==> src/rtl/sample_uart_tx.sv <==
// Buffers filtered samples in a small FIFO and streams each one as two framed UART bytes.
// Define SAMPLE_UART_PARITY_EN for 8E1 framing (extra even-parity bit per byte); default is 8N1.
module sample_uart_tx #(
    parameter int DATA_IN_LEN     = 10,
    parameter int CLKS_PER_BIT    = 16,
    parameter int FIFO_DEPTH_LOG2 = 2
) (
    input  logic                       clk,
    input  logic                       reset,
    input  logic [DATA_IN_LEN-1:0]     data_in,
    input  logic                       strobe_in,
    output logic                       tx_o,
    output logic                       busy_o,
    output logic                       overflow_o,
    output logic [FIFO_DEPTH_LOG2:0]   fifo_level_o
);

    localparam int DEPTH = 1 << FIFO_DEPTH_LOG2;
    localparam int BW    = $clog2(CLKS_PER_BIT);
    localparam logic [BW-1:0]            BAUD_MAX   = BW'(CLKS_PER_BIT - 1);
    localparam logic [FIFO_DEPTH_LOG2:0] LEVEL_FULL = (FIFO_DEPTH_LOG2 + 1)'(DEPTH);

    typedef enum logic [2:0] {
        IDLE,
        START,
        DATA,
`ifdef SAMPLE_UART_PARITY_EN
        PARITY,
`endif
        STOP
    } state_t;

    state_t state, state_next;

    logic [DATA_IN_LEN-1:0]   mem [DEPTH];
    logic [FIFO_DEPTH_LOG2:0] wr_ptr, rd_ptr, wr_ptr_next, rd_ptr_next, level;
    logic                     full, empty, pop, wr_en, drop;
    logic [13:0]              rd_sample;

    logic [BW-1:0] baud_cnt, baud_next;
    logic [2:0]    bit_cnt, bit_next;
    logic [7:0]    shift_q, shift_next;
    logic [6:0]    low_q, low_next;
    logic          byte_sel, byte_sel_next;
    logic          tx_next;
    logic          baud_done;
`ifdef SAMPLE_UART_PARITY_EN
    logic          parity_q, parity_next;
`endif

    // Extra wrap bit makes equal low bits with differing wrap bits read as full.
    assign level     = wr_ptr - rd_ptr;
    assign full      = (level == LEVEL_FULL);
    assign empty     = (level == '0);
    assign rd_sample = 14'(mem[rd_ptr[FIFO_DEPTH_LOG2-1:0]]);
    assign baud_done = (baud_cnt == BAUD_MAX);

    // A pop in the same cycle frees a slot, so a full FIFO still accepts the write.
    always_comb begin
        wr_en       = strobe_in && (!full || pop);
        drop        = strobe_in && full && !pop;
        wr_ptr_next = wr_en ? wr_ptr + 1'b1 : wr_ptr;
        rd_ptr_next = pop   ? rd_ptr + 1'b1 : rd_ptr;
    end

    always_comb begin
        state_next    = state;
        baud_next     = baud_cnt;
        bit_next      = bit_cnt;
        shift_next    = shift_q;
        low_next      = low_q;
        byte_sel_next = byte_sel;
        tx_next       = tx_o;
        pop           = 1'b0;
`ifdef SAMPLE_UART_PARITY_EN
        parity_next   = parity_q;
`endif
        case (state)
            IDLE: begin
                if (!empty) begin
                    pop           = 1'b1;
                    shift_next    = {1'b1, rd_sample[13:7]};
                    low_next      = rd_sample[6:0];
                    byte_sel_next = 1'b0;
                    baud_next     = '0;
                    tx_next       = 1'b0;
                    state_next    = START;
                end
            end
            START: begin
                if (baud_done) begin
                    baud_next  = '0;
                    bit_next   = '0;
                    tx_next    = shift_q[0];
                    state_next = DATA;
`ifdef SAMPLE_UART_PARITY_EN
                    parity_next = 1'b0;
`endif
                end else begin
                    baud_next = baud_cnt + 1'b1;
                end
            end
            DATA: begin
                if (baud_done) begin
                    baud_next = '0;
`ifdef SAMPLE_UART_PARITY_EN
                    parity_next = parity_q ^ tx_o;
`endif
                    if (bit_cnt == 3'd7) begin
`ifdef SAMPLE_UART_PARITY_EN
                        tx_next    = parity_q ^ tx_o;
                        state_next = PARITY;
`else
                        tx_next    = 1'b1;
                        state_next = STOP;
`endif
                    end else begin
                        bit_next   = bit_cnt + 3'd1;
                        shift_next = {1'b0, shift_q[7:1]};
                        tx_next    = shift_q[1];
                    end
                end else begin
                    baud_next = baud_cnt + 1'b1;
                end
            end
`ifdef SAMPLE_UART_PARITY_EN
            PARITY: begin
                if (baud_done) begin
                    baud_next  = '0;
                    tx_next    = 1'b1;
                    state_next = STOP;
                end else begin
                    baud_next = baud_cnt + 1'b1;
                end
            end
`endif
            STOP: begin
                if (baud_done) begin
                    baud_next = '0;
                    if (!byte_sel) begin
                        shift_next    = {1'b0, low_q};
                        byte_sel_next = 1'b1;
                        tx_next       = 1'b0;
                        state_next    = START;
                    end else if (!empty) begin
                        pop           = 1'b1;
                        shift_next    = {1'b1, rd_sample[13:7]};
                        low_next      = rd_sample[6:0];
                        byte_sel_next = 1'b0;
                        tx_next       = 1'b0;
                        state_next    = START;
                    end else begin
                        state_next = IDLE;
                    end
                end else begin
                    baud_next = baud_cnt + 1'b1;
                end
            end
            default: state_next = IDLE;
        endcase
    end

    always_ff @(posedge clk) begin
        if (wr_en) begin
            mem[wr_ptr[FIFO_DEPTH_LOG2-1:0]] <= data_in;
        end
    end

    // Status outputs are registered from next-state values so they align with the state they describe.
    always_ff @(posedge clk) begin
        if (reset) begin
            state        <= IDLE;
            baud_cnt     <= '0;
            bit_cnt      <= '0;
            shift_q      <= '0;
            low_q        <= '0;
            byte_sel     <= 1'b0;
            tx_o         <= 1'b1;
            wr_ptr       <= '0;
            rd_ptr       <= '0;
            fifo_level_o <= '0;
            busy_o       <= 1'b0;
            overflow_o   <= 1'b0;
`ifdef SAMPLE_UART_PARITY_EN
            parity_q     <= 1'b0;
`endif
        end else begin
            state        <= state_next;
            baud_cnt     <= baud_next;
            bit_cnt      <= bit_next;
            shift_q      <= shift_next;
            low_q        <= low_next;
            byte_sel     <= byte_sel_next;
            tx_o         <= tx_next;
            wr_ptr       <= wr_ptr_next;
            rd_ptr       <= rd_ptr_next;
            fifo_level_o <= wr_ptr_next - rd_ptr_next;
            busy_o       <= (state_next != IDLE) || (wr_ptr_next != rd_ptr_next);
            if (drop) begin
                overflow_o <= 1'b1;
            end
`ifdef SAMPLE_UART_PARITY_EN
            parity_q     <= parity_next;
`endif
        end
    end

endmodule

==> config.mk <==
export PLATFORM = sky130hd
export DESIGN_NAME = sample_uart_tx
export DESIGN_NICKNAME = d
export VERILOG_FILES = /design/src/rtl/sample_uart_tx.sv
export SDC_FILE = /design/constraint.sdc
export NUM_CORES = 1
export LEC_CHECK = 0
export BUFFER_PORTS_ARGS = -buffer_cell sky130_fd_sc_hd__buf_4
export CORE_ASPECT_RATIO = 1.25
export CORE_MARGIN = 2
export CORE_UTILIZATION = 58
export DETAILED_ROUTE_END_ITERATION = 12
export HOLD_SLACK_MARGIN = 0.05
export PLACE_DENSITY_LB_ADDON = 0.15
export SYNTH_ARGS = -nofsm -noshare
export SYNTH_HDL_FRONTEND = slang
export SYNTH_SLANG_ARGS = --single-unit
==> constraint.sdc <==
create_clock -name clk -period 3.4 [get_ports clk]
set_clock_uncertainty 0.05 [all_clocks]
set_input_delay 0.68 -clock clk [delete_from_list [all_inputs] [get_ports clk]]
set_output_delay 0.68 -clock clk [all_outputs]
set_load 0.02 [all_outputs]
==> flow_metrics.env <==
export IMPL_synth_most_common_cell="edfxtp_1"
export IMPL_synth_area_leaders="edfxtp_1, dfxtp_1, mux4_2, ha_1, mux2i_1"
export IMPL_cpPeakStageDelay_ns=0.41
export IMPL_period_needed_ns=2.823
export IMPL_reg2reg_from="wr_ptr[0]"
export IMPL_dieHeight_um=90.15
export IMPL_gp_routability_congestion=0.8234
export IMPL_cp_slowest_cell="dfxtp_1"
export IMPL_finalCritPeriodShare_pct=83.04
export IMPL_numCtsBuffers=9
export IMPL_hold_violations=0
export IMPL_netSwitchingPower_mw=0.8783
export IMPL_fin_nets=337
export IMPL_hold_class="flip-flop to flip-flop"
export IMPL_antenna_cells=0
export IMPL_power_per_cell_area_mw_per_mm2=699.1
export IMPL_hp_start="shift_q[0]"
export IMPL_grt_pass1_wl_mm=10.32
export IMPL_p_leak_nw=1.424
export IMPL_synthAdderAreaFrac_pct=4.942
export IMPL_hold_buffers=0
export IMPL_synth_common_cells="edfxtp_1, dfxtp_1, nor2_1, a21oi_1, mux2i_1"
export IMPL_grt_max_degree=39
export IMPL_ant_nets=0
export IMPL_grt_pass1_vias=2195
export IMPL_clock_sinks=78
export IMPL_cts_tree="built"
export IMPL_drt_iter0_markers=131
export IMPL_rsz0062_at_grt="no"
export IMPL_antenna_found_initial=0
export IMPL_synth_edf_count=40
export IMPL_clk_pin_slew_ns=0.09
export IMPL_irDropWorstVdd_v=0.0004275
export IMPL_synth_seq_cells=78
export IMPL_cts_setup_buffers=0
export IMPL_syn_area_mm2=0.003443
export IMPL_cp_start_kind="flip-flop"
export IMPL_start_util_pct=59.58
export IMPL_cts_buffer_depth=2
export IMPL_max_freq_mhz=354.2
export IMPL_hold_path_end="shift_q[0]"
export IMPL_worstMarginPinSlew_ns=0.6854
export IMPL_status="completed"
export IMPL_p_int_mw=1.803
export IMPL_synth_xor_area_share_pct=2.471
export IMPL_overflow=0
export IMPL_critPathArrivalTime_ns=3.01
export IMPL_max_slew_margin_pct=53.96
export IMPL_muxShareOfSynthArea_pct=10.76
export IMPL_synth_cells=288
export IMPL_io_buffers=18
export IMPL_cp_max_fo=4
export IMPL_required_ns=3.59
export IMPL_synthFlopType="edfxtp_1"
export IMPL_yosysSeqAreaShare_pct=56.98
export IMPL_pwr_share_seq_pct=43.9
export IMPL_reg2reg_depth=11
export IMPL_final_util_pct=66.36
export IMPL_synthToLayoutAreaGrowth_pct=11.37
export IMPL_finalSetupViolCount=0
export IMPL_grtUsageTotal_pct=21.01
export IMPL_synth_top_area_cell="edfxtp_1"
export IMPL_timing_reg2reg_setup_slack_ns=0.58
export IMPL_slew_viol_final=0
export IMPL_synth_compound_area_share_pct=8.140
export IMPL_synthSimpleGateAreaFrac_pct=13.99
export IMPL_r2r_end="fifo_level_o[2]"
export IMPL_synthesis_nets=314
export IMPL_clock_power_share_pct=23.5
export IMPL_criticalPathCategory="flip-flop to flip-flop"
export IMPL_row_count=31
export IMPL_fp_dieW_um=72.92
export IMPL_synth_top_family_by_area="simple AND/OR/NAND/NOR gates"
export IMPL_yosys_warnings=0
export IMPL_wl_per_cell_um=15.79
export IMPL_pwr_share_comb_pct=32.6
export IMPL_num_io_pins=19
export IMPL_wl_met1_mm=2.686
export IMPL_fin_cells=382
export IMPL_avgViaCountPerCell=5.754
export IMPL_fin_tns_setup_ns=0
export IMPL_die_area_mm2=0.006573
export IMPL_cts_resized=0
export IMPL_drc_errors=0
export IMPL_drt_first_pass_iters=4
export IMPL_netSwitchingFraction_pct=32.76
export IMPL_ys_types=43
export IMPL_p_total_mw=2.681
export IMPL_route_met3_wl_um=156
export IMPL_drv_cap=0
export IMPL_routed_wl_met2_mm=3.045
export IMPL_dp_cells=366
export IMPL_htreeDepth=3
export IMPL_cts_root_buf="clkbuf_8"
export IMPL_critPathCaptureType="flip-flop"
export IMPL_hpwl_mm=4.230
export IMPL_hold_depth=2
export IMPL_drt_total_wl_mm=6.031
export IMPL_core_area_mm2=0.005779
export IMPL_crit_chain="inv_1 > ha_1 > nor2b_1 > xnor2_1 > nand2_1 > nand2_1 > mux2i_1 > inv_1 > fa_1 > nor2b_1 > mux2_4"
export IMPL_top_layer="met4"
export IMPL_worst_hold_slack_ns=0.4078
export IMPL_synth_top_area_share_pct=34.88
export IMPL_final_layout_size_suffix_gt1_share_pct=18.67
export IMPL_worst_skew_pair_late_latency_ns=0.35
export IMPL_vias=2198
export IMPL_ys_async_sr_fraction_pct=0
export IMPL_synth_avg_cell_area_um2=11.96
[worst max-delay path by stage]
stage	start	to	slack, ns
floorplan	rd_ptr[1]	fifo_level_o[2]	0.24
global placement	wr_ptr[0]	fifo_level_o[2]	0.76
detailed placement	wr_ptr[0]	fifo_level_o[2]	0.61
CTS	wr_ptr[0]	fifo_level_o[2]	0.59
global route	wr_ptr[0]	fifo_level_o[2]	0.39
finish	wr_ptr[0]	fifo_level_o[2]	0.58
[sequential cells by signal, summed over array words and instances, names as in the netlist]
| register | flops |
|---|---|
| low_q | 7 |
| wr_ptr | 3 |
| mem | 40 |
| state | 3 |
| byte_sel | 1 |
| tx_o | 1 |
| busy_o | 1 |
| rd_ptr | 3 |
| overflow_o | 1 |
| fifo_level_o | 3 |
| baud_cnt | 4 |
| bit_cnt | 3 |
| shift_q | 8 |
[power by group through the flow]
stage               Combinational (mW)  Clock, mW  Sequential, mW
CTS                              0.882      0.647            1.18
floorplan                        0.613          0            1.21
finish                           0.874      0.630            1.18
global placement                 0.863          0            1.20
global route                     0.957      0.684            1.19
detailed placement               0.878          0            1.20
[critical path: cells and delay by family (launching register included)]
kind,cells,cell delay [ns]
xor gates and xnor gates,1,0.26
adders and majority gates,2,0.60
buffers and inverters,2,0.21
DFF,1,0.41
muxes,2,0.62
and+or+nand+nor,4,0.56
[stage by stage]
stage / setup slack [ns] / instance area, µm²
floorplan: 0.2365 / 3443
global placement: 0.7581 / 3654
detailed placement: 0.6090 / 3654
CTS: 0.5934 / 3835
global route: 0.3871 / 3835
finish: 0.5768 / 3835
[area by class of cell]
class | instances | area (µm²)
fillers | 448 | 1944
inverters | 8 | 30.03
well taps | 66 | 82.58
clock inverters | 7 | 57.56
repair buffers | 25 | 187.7
multi-input cells | 189 | 1391
clock buffers | 9 | 123.9
flip-flops and latches | 78 | 1962
[layer usage]
metal | vias to the layer above | global-route usage (%)
li1 | 1091 | -
met1 | 1059 | 25.76
met2 | 33 | 33.86
met3 | 15 | 4.933
met4 | 0 | 11.11
met5 | - | 0
[logic make-up (layout without fill, tap and decap cells)]
family                     count (synthesis)  count (layout)
buffers and inverters                     21              49
other                                      1               1
and+or+nand+nor                           98              98
AOI/OAI and AO/OA                         45              45
xor gates and xnor gates                   8               8
adders and majority gates                 13              13
muxes                                     24              24
DFF                                       78              78
[cells in the final DEF, fill, tap and decap left out, types with 9 or more instances in the layout]
cell type / n
edfxtp_1: 40
dfxtp_1: 38
nor2_1: 34
buf_4: 25
a21oi_1: 22
mux2i_1: 13
nand2_1: 12
ha_1: 12
nor3_1: 11
mux4_2: 10
nand3_1: 9
clkbuf_8: 9
Note: power is estimated with default switching activity, not from simulation.
